--- src/rtl/bcd_to_bin.sv ---
// bcd_to_bin
// Sequential BCD-to-binary converter. A three-digit BCD triple (hundreds,
// tens, units) is accepted through a valid/ready handshake. It is then folded
// into a 10-bit accumulator one digit per clock (acc*10 + digit). The binary
// result goes out through a second valid/ready handshake. It carries an
// out-of-range flag and a flag for illegal BCD digits.
//
// Parameters
//   OUT_W     width of bin_out (7..10)
//   SATURATE  1: out-of-range results clamp to 2^OUT_W-1
//             0: out-of-range results wrap to the low OUT_W bits
//
// Ports
//   clk           rising-edge master clock
//   btn_reset     active-low reset, asserts asynchronously, releases on a clock edge
//   in_valid      digit triple presented
//   in_ready      converter idle and able to take a triple
//   bcd_centenas  hundreds digit
//   bcd_decenas   tens digit
//   bcd_unidades  units digit
//   out_valid     result available
//   out_ready     consumer takes the result
//   bin_out       binary result
//   out_of_range  result exceeded 2^OUT_W-1
//   digit_err     some input nibble was above 9
module bcd_to_bin #(
  parameter int OUT_W    = 8,
  parameter bit SATURATE = 1'b1
) (
  input  logic             clk,
  input  logic             btn_reset,
  input  logic             in_valid,
  output logic             in_ready,
  input  logic [3:0]       bcd_centenas,
  input  logic [3:0]       bcd_decenas,
  input  logic [3:0]       bcd_unidades,
  output logic             out_valid,
  input  logic             out_ready,
  output logic [OUT_W-1:0] bin_out,
  output logic             out_of_range,
  output logic             digit_err
);

  localparam logic [1:0] IDLE = 2'd0;
  localparam logic [1:0] CONV = 2'd1;
  localparam logic [1:0] DONE = 2'd2;

  localparam logic [9:0]       MAX_VAL = 10'((1 << OUT_W) - 1);
  localparam logic [OUT_W-1:0] SAT_VAL = {OUT_W{1'b1}};

  logic [1:0] rst_sync;
  logic       rst_n;
  logic [1:0] state;
  logic [1:0] step;
  logic [9:0] acc;
  logic [9:0] acc_next;
  logic [3:0] dig_h;
  logic [3:0] dig_t;
  logic [3:0] dig_u;
  logic [3:0] cur_digit;
  logic       err_pend;
  logic       too_big;

  // The reset asserts at once, but it is released only on a clock edge, so
  // every flop leaves reset in the same cycle.
  always_ff @(posedge clk or negedge btn_reset) begin
    if (!btn_reset) rst_sync <= 2'b00;
    else            rst_sync <= {rst_sync[0], 1'b1};
  end

  assign rst_n = rst_sync[1];

  // Handshake outputs are decoded from registered state only.
  assign in_ready  = (state == IDLE);
  assign out_valid = (state == DONE);

  // The digit feeding this step is taken from the copies latched at accept,
  // so the converter ignores later changes on the input pins.
  always_comb begin
    cur_digit = dig_u;
    case (step)
      2'd0:    cur_digit = dig_h;
      2'd1:    cur_digit = dig_t;
      default: cur_digit = dig_u;
    endcase
  end

  // acc*10 is built as acc*8 + acc*2. Legal digits keep the sum at or
  // below 999, so 10 bits never overflow.
  assign acc_next = (acc << 3) + (acc << 1) + {6'b0, cur_digit};
  assign too_big  = (acc_next > MAX_VAL);

  // A bad digit is noted at accept but reported one edge later. This gives
  // the error result the same registered path as a normal result.
  always_ff @(posedge clk or negedge rst_n) begin
    if (!rst_n) begin
      state        <= IDLE;
      step         <= 2'd0;
      acc          <= 10'd0;
      dig_h        <= 4'd0;
      dig_t        <= 4'd0;
      dig_u        <= 4'd0;
      err_pend     <= 1'b0;
      bin_out      <= '0;
      out_of_range <= 1'b0;
      digit_err    <= 1'b0;
    end else begin
      case (state)
        IDLE: begin
          if (in_valid) begin
            dig_h    <= bcd_centenas;
            dig_t    <= bcd_decenas;
            dig_u    <= bcd_unidades;
            acc      <= 10'd0;
            step     <= 2'd0;
            err_pend <= (bcd_centenas > 4'd9) || (bcd_decenas > 4'd9) ||
                        (bcd_unidades > 4'd9);
            state    <= CONV;
          end
        end
        CONV: begin
          if (err_pend) begin
            bin_out      <= '0;
            out_of_range <= 1'b0;
            digit_err    <= 1'b1;
            state        <= DONE;
          end else begin
            acc <= acc_next;
            if (step == 2'd2) begin
              digit_err    <= 1'b0;
              out_of_range <= too_big;
              if (too_big && SATURATE) bin_out <= SAT_VAL;
              else                     bin_out <= acc_next[OUT_W-1:0];
              state        <= DONE;
            end else begin
              step <= step + 2'd1;
            end
          end
        end
        DONE: begin
          if (out_ready) state <= IDLE;
        end
        default: state <= IDLE;
      endcase
    end
  end

endmodule

--- config.mk ---
export PLATFORM = sky130hd
export DESIGN_NAME = bcd_to_bin
export DESIGN_NICKNAME = d
export VERILOG_FILES = /design/src/rtl/bcd_to_bin.sv
export SDC_FILE = /design/constraint.sdc
export NUM_CORES = 1
export LEC_CHECK = 0
export CORE_MARGIN = 2
export CORE_UTILIZATION = 30
export DETAILED_ROUTE_END_ITERATION = 10
export GPL_ROUTABILITY_DRIVEN = 0
export SLEW_MARGIN = 20
export SYNTH_ARGS = -nofsm -noshare
export SYNTH_HDL_FRONTEND = slang
export SYNTH_SLANG_ARGS = --single-unit
--- constraint.sdc ---
create_clock -name clk -period 1.7 [get_ports clk]
set_clock_uncertainty 0.2 [all_clocks]
set_input_delay 0.34 -clock clk [delete_from_list [all_inputs] [get_ports clk]]
set_output_delay 0.34 -clock clk [all_outputs]
set_load 0.005 [all_outputs]
# Word-level counts from Yosys, hierarchy flattened

Index checks and enable logic that the tools add are counted.

Register bits after elaboration: 38
Bits of input ports: 16
Output and inout port bits: 12
Logic and storage cells: 58

Add/sub/neg operators: 3
Magnitude comparators: 4
Equality and inequality tests: 9
Multiplexer cells: 20
Reduce and logical (&&, ||, !) cells: 11

Operator list:

| cell                                                            | number |
|---|---|
| two-way mux 8 bit                                               | 3 |
| two-way mux 9 bit                                               | 2 |
| case mux 9 bit (2 select lines)                                 | 1 |
| two-way mux 2 bit                                               | 7 |
| greater-than comparator 4 bit (second input constant)           | 3 |
| adder 10 bit                                                    | 1 |
| adder 10 x 4 -> 10 bit                                          | 1 |
| greater-than comparator 10 x 8 -> 1 bit (second input constant) | 1 |
| case mux 4 bit (2 select lines)                                 | 1 |
| != test 2 bit (second input constant)                           | 3 |
| case mux 2 bit (3 select lines)                                 | 1 |
| AND reduction 3 bit                                             | 2 |
| == test 2 x 1 -> 1 bit (second input constant)                  | 2 |
| == test 2 bit (second input constant)                           | 2 |
| logical NOT 2 bit                                               | 2 |
| two-way mux 1 bit                                               | 4 |
| case mux 2 bit (2 select lines)                                 | 1 |
| AND reduction 2 bit                                             | 2 |
| AND reduction 4 bit                                             | 1 |
| nonzero test 2 bit                                              | 2 |
| != test 3 bit (second input constant)                           | 1 |
| adder 2 x 1 -> 2 bit (second input constant)                    | 1 |
| logical OR 1 bit                                                | 2 |
| != test 2 x 1 -> 1 bit (second input constant)                  | 1 |

# Logic depth before layout (Yosys ltp)

Depth after elaboration: 7
Depth in mapped cells: 14

# Worst setup path after synthesis

OpenSTA, ideal clock, no wires.

Path kind: register to register
From: register step[0]
To: register bin_out[0]
Data arrival time: 2781 ps
Data required time: 1372 ps
Path slack: -1409 ps
Stages on the path, launching flop included: 14
Buffers on the path: 0
Cell sequence: dfrtp_1 > inv_1 > ha_1 > nor2_1 > a21oi_1 > fa_1 > inv_1 > fa_1 > a211oi_2 > o21bai_1 > a21oi_2 > xnor2_2 > nor3b_1 > o21ai_1

Cells in the longest elaborated chain, start to end: 7
Elaborated cells on any way between the ends: 11
Classes of those cells: add/sub: 1; order compare: 1; eq/ne: 2; mux: 4; reduce/logical: 3

Ends and longest elaborated chain:

| what                                                               | line | source |
|---|---|---|
| from (decl)                                                        | 54   | `logic [1:0] step;` |
| from (signal assigned)                                             | 136  | `step <= step + 2'd1;` |
| == test 2 x 1 -> 1 bit / logical NOT 2 bit (equally long branches) | 81   | `case (step)` |
| case mux 4 bit (2 select lines)                                    | 81   |  |
| adder 10 x 4 -> 10 bit                                             | 90   | `assign acc_next = (acc << 3) + (acc << 1) + {6'b0, cur_digit};` |
| greater-than comparator 10 x 8 -> 1 bit                            | 91   | `assign too_big = (acc_next > MAX_VAL);` |
| two-way mux 8 bit                                                  | 132  | `if (too_big && SATURATE) bin_out <= SAT_VAL;` |
| two-way mux 8 bit                                                  | 129  | `if (step == 2'd2) begin` |
| two-way mux 8 bit                                                  | 122  | `if (err_pend) begin` |
| to (signal assigned)                                               | 133  | `else bin_out <= acc_next[OUT_W-1:0];` |
| to (decl)                                                          | 39   | `output logic [OUT_W-1:0] bin_out,` |

Several ways; a longest one is shown, not always the timed one. The select of a mux whose other input is x is not followed.
A chain may end at the register's enable or synchronous reset.

# Final worst setup path

From: register step[1]
To: register bin_out[7]

Same word-level chain as after synthesis.

==> flow_summary.yaml <==
worst_setup_path:
  crit_path_from: "step[1]"
  worst-path-max-fanout: 5
  worstPathArrival_ns: 3.06
  r2r_cells: 14
  worstPathRequired_ns: 1.68
  regToRegEndpoint: "bin_out[7]"
  startpoint_class_of_the_critical_path: "flip-flop"
  worst_setup_path_type: "reg2reg"
  reg2reg_setup_slack_ns: -1.38
  crit-reg2reg-launch: "step[1]"
  setup.worst_path.end: "bin_out[7]"
  setup.worst_path.end_class: "flip-flop"
run_status:
  failing_checks: "hold timing, setup timing"
  outcome: "finished, violations left"
route:
  detailedRoute.firstIterationViolations: 71
  route.final.wire_length_um: 4570
  routedWlPerCell_um: 14.1
  detail_route.vias_per_cell: 4.91
  drtAntennaViolNets: 0
  firstDrtPassIters: 4
  detailed_route_drc_error_count: 0
  vias: 1590
floorplan:
  chipWidth_um: 85.7
  core_region_area_mm2: 0.00639
  die_h_um: 85.7
  placement_rows: 29
  floorplan.initialDensity_pct: 31.3
  floorplan.io_pins: 28
  design.die.area_mm2: 0.00734
yosys:
  yosys_warnings: 0
  post_synthesis_area_per_instance_um2: 11.2
  synth_largest_area_cell: "dfrtp_1"
  synthFlopType: "dfrtp_1"
  syn-num-nets: 214
  asyncSetResetFlopFracSynth_pct: 100
  yosysUniqueCellTypes: 33
  synthTopCellsByArea: "dfrtp_1, ha_1, mux2_1"
  sequential_fraction_of_the_synthesis_area_pct: 47.5
  number_of_enable_flip_flop_cells_after_synthesis: 0
  synthesized_flop_and_latch_total: 38
  netlist_area_mm2: 0.00200
  synth_top_area_share_pct: 47.5
  netlist_instances: 179
clocking:
  numCtsBuffers: 5
  clock_tree_from_tritoncts: "done"
  clock_path_buffers: 2
  clk_root_buffer_cell: "clkbuf_8"
  clk_latency_ns: 0.29
  cts.sinks: 38
  cts-htree-levels: 2
  cts_clock_pin_slew_for_the_worst_setup_and_hold_paths_ns: 0.08
placement:
  placed_cells_incl_taps: 305
  place.detailed.hpwl_um: 3330
  numPortBuffers: 27
  preCtsSetupSlack_ns: -1.40
timing:
  hold_viol_final: 4
  min_period_over_period_pct: 181
  fin_hold_ws_ns: -0.00283
  fmax_mhz: 324
  period_minus_slack_ns: 3.08
  timing.final.ws_setup_ns: -1.38
  unrepaired_setup_endpoints_after_global_routing: "yes"
  drv_slew: 0
  fin_setup_tns_ns: -19.23
  setup-violations-final: 17
layout:
  post_route_cells_drive_above_1_share_pct: 32.4
  design.final.nets: 281
  antennaDiodeCount: 0
  multi_input_area_mm2: 0.00122
  fillers: 607
  layoutNonFillerInstCount: 324
  area.sequential_um2: 951
  area_growth_syn_to_layout_pct: 46.6
grt:
  number_of_antenna_violations_at_the_first_check_in_global_routing: 0
  wire_length_of_the_first_global_routing_pass_um: 7760
  via_count_of_the_first_global_routing_pass: 1574
  grt.total_usage_pct: 13.6
  grt_overflow: 0
  maximum_number_of_pins_on_one_net_before_global_route_repair: 24
min_path:
  min_path_type: "reg2async"
power:
  p_leak_nw: 1.42
  vdd_ir_drop_max_v: 0.000634
  power.density_mw_per_mm2: 1640
run:
  max-cap-violations: 0
-- cells in the mapped netlist, types with 3 or more instances --
library cell and instances:
a21oi_1 7, a22o_1 11, buf_2 3, dfrtp_1 38, ha_1 17, inv_1 7
mux2_1 12, nand2_1 19, nor2_1 5, nor3_1 7, o21ai_0 7, o21ai_1 13
xnor2_1 4
-- kinds of logic (layout without fill, tap and decap cells) --
| logic type | Yosys count | after routing | synth area share [%] |
|---|---|---|---|
| AOI/OAI and AO/OA | 47 | 47 | 15.6 |
| xor gates and xnor gates | 8 | 9 | 4.25 |
| adders and majority gates | 19 | 19 | 12.6 |
| buffers and inverters | 10 | 77 | 2.06 |
| DFF | 38 | 38 | 47.5 |
| muxes | 12 | 12 | 6.75 |
| other | 1 | 1 | 0.187 |
| and+or+nand+nor | 44 | 44 | 11.1 |
-- power breakdown --
group,switching (mW),total [mW],leakage (nW),internal (mW)
Sequential,0.207,1.39,0.486,1.18
Combinational,1.31,2.76,0.882,1.45
Clock,0.331,0.656,0.0472,0.326
Total,1.85,4.81,1.42,2.96
-- critical path, stage by stage (launching register included) --
cell and delay (ns):
dfrtp_1 0.39, inv_2 0.11, ha_4 0.18, a22o_1 0.14
a21oi_1 0.05, fa_1 0.50, inv_2 0.05, fa_2 0.38
a211oi_2 0.20, o21bai_1 0.10, a21oi_2 0.16, buf_6 0.14
xnor2_2 0.11, nor3_1 0.17, o21ai_1 0.08
-- metrics by stage --
stage | util, % | power (mW) | area (um^2)
finish | 45.9 | 4.81 | 2930
global placement | 40.6 | 3.62 | 2590
CTS | 44.6 | 4.68 | 2850
floorplan | - | 2.77 | 2040
detailed placement | 40.6 | 3.68 | 2590
global route | 45.9 | 5.19 | 2930
-- registers in the layout, summed over array words and instances (netlist names) --
name          count
acc               9
out_of_range      1
err_pend          1
step              2
rst_sync          2
dig_t             4
state             2
bin_out           8
dig_h             4
digit_err         1
dig_u             4
-- routing by layer --
metal / vias to the layer above / wire [um] / global-route usage [%]
li1: 778 / - / -
met1: 779 / 2130 / 18.2
met2: 30 / 2220 / 22.0
met3: 3 / 187 / 3.75
met4: 0 / 34 / 3.03
met5: - / 0 / 0
-- worst min-delay path by stage --
stage	cells past startpoint	start	end	slack (ns)
after floorplan	0	btn_reset	rst_sync[0]	-0.16
after global placement	1	rst_sync[1]	err_pend	-0.003
after detailed placement	1	rst_sync[1]	err_pend	-0.0007
after CTS	1	rst_sync[1]	err_pend	0.008
after global routing	1	rst_sync[1]	err_pend	0.04
final	1	rst_sync[1]	err_pend	-0.003
-- repair_timing --
item	in CTS	in global routing
gates resized for setup	23	14
endpoints found under the setup margin	26	23
endpoints found under the hold margin	2	0
cloned	1	0
pin swaps	4	3
setup buffers	5	4
hold buffers	1	0
-- cell type report --
class,count,share of cell area [%]
Multi-Input combinational cell,132,41.5
Clock buffer,6,2.81
Inverter,7,0.896
Timing Repair Buffer,62,18.7
Sequential cell,38,32.4
Clock inverter,2,0.426
Tap cell,77,3.28
-- layout by cell type (no fill, tap or decap), types with 2 or more instances in the layout --
master,n
a21oi_2,3
inv_2,3
a211oi_2,2
clkdlybuf4s50_1,15
buf_4,32
nand2_1,18
a22oi_2,2
nor2_2,2
nor2_4,2
nor3_2,5
a21oi_1,6
nand4_1,2
inv_1,4
clkbuf_8,6
xnor2_2,2
nor2_1,2
o21ai_0,7
dlygate4sd2_1,9
xnor2_1,3
a22o_1,11
mux2_1,12
dlymetal6s2s_1,3
ha_4,6
xnor2_4,2
o21ai_1,13
dfrtp_1,38
nor3_1,2
ha_1,11
Power figures use the tool's default switching activity.
==> variant (same settings) <==
Register the output `digit_err` once more, without a reset; this adds one clock of latency there. The other outputs are not delayed to match.
--- a/src/rtl/bcd_to_bin.sv
+++ b/src/rtl/bcd_to_bin.sv
@@ -48,4 +48,6 @@
   localparam logic [9:0]       MAX_VAL = 10'((1 << OUT_W) - 1);
   localparam logic [OUT_W-1:0] SAT_VAL = {OUT_W{1'b1}};
+
+  logic digit_err_s0;
 
   logic [1:0] rst_sync;
@@ -104,5 +106,5 @@
       bin_out      <= '0;
       out_of_range <= 1'b0;
-      digit_err    <= 1'b0;
+      digit_err_s0 <= 1'b0;
     end else begin
       case (state)
@@ -123,10 +125,10 @@
             bin_out      <= '0;
             out_of_range <= 1'b0;
-            digit_err    <= 1'b1;
+            digit_err_s0 <= 1'b1;
             state        <= DONE;
           end else begin
             acc <= acc_next;
             if (step == 2'd2) begin
-              digit_err    <= 1'b0;
+              digit_err_s0 <= 1'b0;
               out_of_range <= too_big;
               if (too_big && SATURATE) bin_out <= SAT_VAL;
@@ -146,4 +148,8 @@
   end
 
+  always_ff @(posedge clk) begin
+    digit_err <= digit_err_s0;
+  end
+
 endmodule
 
Check against the original RTL: not equivalent (Yosys sat finds a counterexample within 10 cycles, from zero or initial values and one cycle with btn_reset low).
==> variant against the unedited design <==
- the run ends with negative setup slack left
- fmax rose by 1.2%
- worst setup slack improved by 0.038 ns
- global-route usage fell by 0.19 points
- cell area rose by 0.51%
- total power fell by 1.9%
- wire length fell by 2.2%
- utilization barely moved
- sequential cell count rose by 1
- critical path depth did not move
- area after synthesis rose by 1.0%
- critical endpoint is now bin_out[3]
==> variant: results (changes against the unedited design) <==
outcome = finished with violations (unchanged)
failing checks = negative setup slack (was negative hold slack, negative setup slack)
mux cell area share after synthesis = 0.0668 (was 0.0675)
Post-Layout Cell Count = 326 (was 324)
max_cap viols = 0 (unchanged)
All-Layer GR Usage = 0.134 (was 0.136)
drt pass-1 iters = 4 (unchanged)
Antenna diodes = 0 (unchanged)
initial antenna violation count = 0 (unchanged)
startpoint types = flip-flop (unchanged)
dominant cells by area after synthesis = dfrtp_1 (47%), ha_1 (11%), mux2_1 (6.7%) (was dfrtp_1 (48%), ha_1 (11%), mux2_1 (6.7%))
ys async rst share = 0.974 (was 1.00)
hold slack = 0.0963 ns (was -0.00283 ns)
Arrival @ worst endpoint = 3.02 ns (was 3.06 ns)
Syn Nets = 215 (was 214)
Leakage = 1.50 nW (was 1.42 nW)
Post-Route WL = 4.47 mm (was 4.57 mm)
Reg2Reg Depth = 14 (unchanged)
CP endpoint = bin_out[3] (was bin_out[7])
maximum VDD drop = 0.727 mV (was 0.634 mV)
Regs by FF count = acc (9), bin_out (8) (unchanged)
htree depth = 2 (unchanged)
PortBufs = 27 (unchanged)
1st-iter DRT viols = 67 (was 71)
vias in the first global route = 1,564 (was 1,574)
Clock Latency Late Sink = 0.29 ns (about the same)
first-pass GRT wire length = 7.72 mm (was 7.76 mm)
Root Driver = clkbuf_8 (unchanged)
Post-Synth XOR/XNOR Area = 0.0421 (was 0.0425)
Sw Ratio = 0.380 (was 0.384)
Vias per Instance = 4.84 (was 4.91)
reg-to-reg slack, setup = -1.34 ns (was -1.38 ns)
CTS Buffer Depth = 2 (unchanged)
post-synthesis compound-gate area fraction = 0.154 (was 0.156)
adder-cell area share of the yosys netlist = 0.125 (was 0.126)
syn_area_per_cell = 11.2 µm² (about the same)
share of layout cells above drive strength 1 = 0.313 (was 0.324)
critical path fanouts, max = 5 (unchanged)
register area share after synthesis = 0.480 (was 0.475)
Post-synth top cells = dfrtp_1 (38), nand2_1 (19), ha_1 (17) (unchanged)
dpl hpwl = 3.25 mm (was 3.33 mm)
placed cell count = 306 (was 305)
Total Negative Setup Slacks = -18.41 ns (was -19.23 ns)
CTS buffer count = 5 (unchanged)
Final setup viols = 16 (was 17)
Reg clk slew, reported paths = 0.08 ns (about the same)
setup ws final = -1.34 ns (was -1.38 ns)
fin nets = 283 (was 281)
end of the worst register-to-register path = bin_out[3] (was bin_out[7])
antenna-violating nets left = 0 (unchanged)
R2R Path Start = step[1] (unchanged)
Yosys cell types = 34 (was 33)
largest net degree at the start of global routing = 37 (was 24)
Synthesis Warnings = 0 (unchanged)
Hold WC Path Type = reg2async (unchanged)
Max Transition Viols Final = 0 (unchanged)
## variant: power groups by stage
stage	clock network (mW)	logic, mW	registers, mW
floorplan	0	1.43	1.38
global placement	0	2.23	1.42
detailed placement	0	2.27	1.43
CTS	0.711	2.57	1.40
global route	0.753	2.91	1.44
finish	0.687	2.63	1.40
## variant: worst max-delay path: stages, from the launching register on
cell,delay (ns)
dfrtp_1,0.40
inv_2,0.11
ha_4,0.18
a22o_1,0.14
a21oi_1,0.05
fa_1,0.49
inv_2,0.05
fa_2,0.37
a211oi_2,0.18
o21bai_1,0.10
a21oi_2,0.15
buf_6,0.15
xnor2_4,0.11
nor3_2,0.19
o21ai_1,0.07
## variant: area by class of cell
| type | count | area, µm² |
|---|---|---|
| Fill cell | 596 | 3470 |
| Multi-Input combinational cell | 132 | 1190 |
| Sequential cell | 39 | 971 |
| Timing Repair Buffer | 63 | 573 |
| Tap cell | 77 | 96.3 |
| Clock buffer | 7 | 86.3 |
| Inverter | 7 | 26.3 |
| Clock inverter | 1 | 8.76 |
## variant: per-stage QoR
stage	cell area, µm²	power [mW]	setup WS [ns]
finish	2950	4.72	-1.34
global route	2950	5.10	-1.49
CTS	2870	4.68	-1.35
detailed placement	2610	3.70	-1.36
global placement	2610	3.65	-1.33
floorplan	2060	2.80	-1.19
## variant: what timing repair did
action,4_1_cts,5_1_grt
cloned,1,0
endpoints found under the setup margin,21,43
hold buffers,1,0
resized for setup,20,17
pin swaps,6,5
endpoints found under the hold margin,2,0
buffers inserted,5,5
## variant: routing by layer
| layer | routed length (µm) | vias to the layer above | GRT usage |
|---|---|---|---|
| met1 | 2050 | 764 | 0.178 |
| li1 | - | 779 | - |
| met2 | 2200 | 30 | 0.216 |
| met3 | 158 | 6 | 0.0308 |
| met5 | 0 | - | 0 |
| met4 | 65 | 0 | 0.0433 |
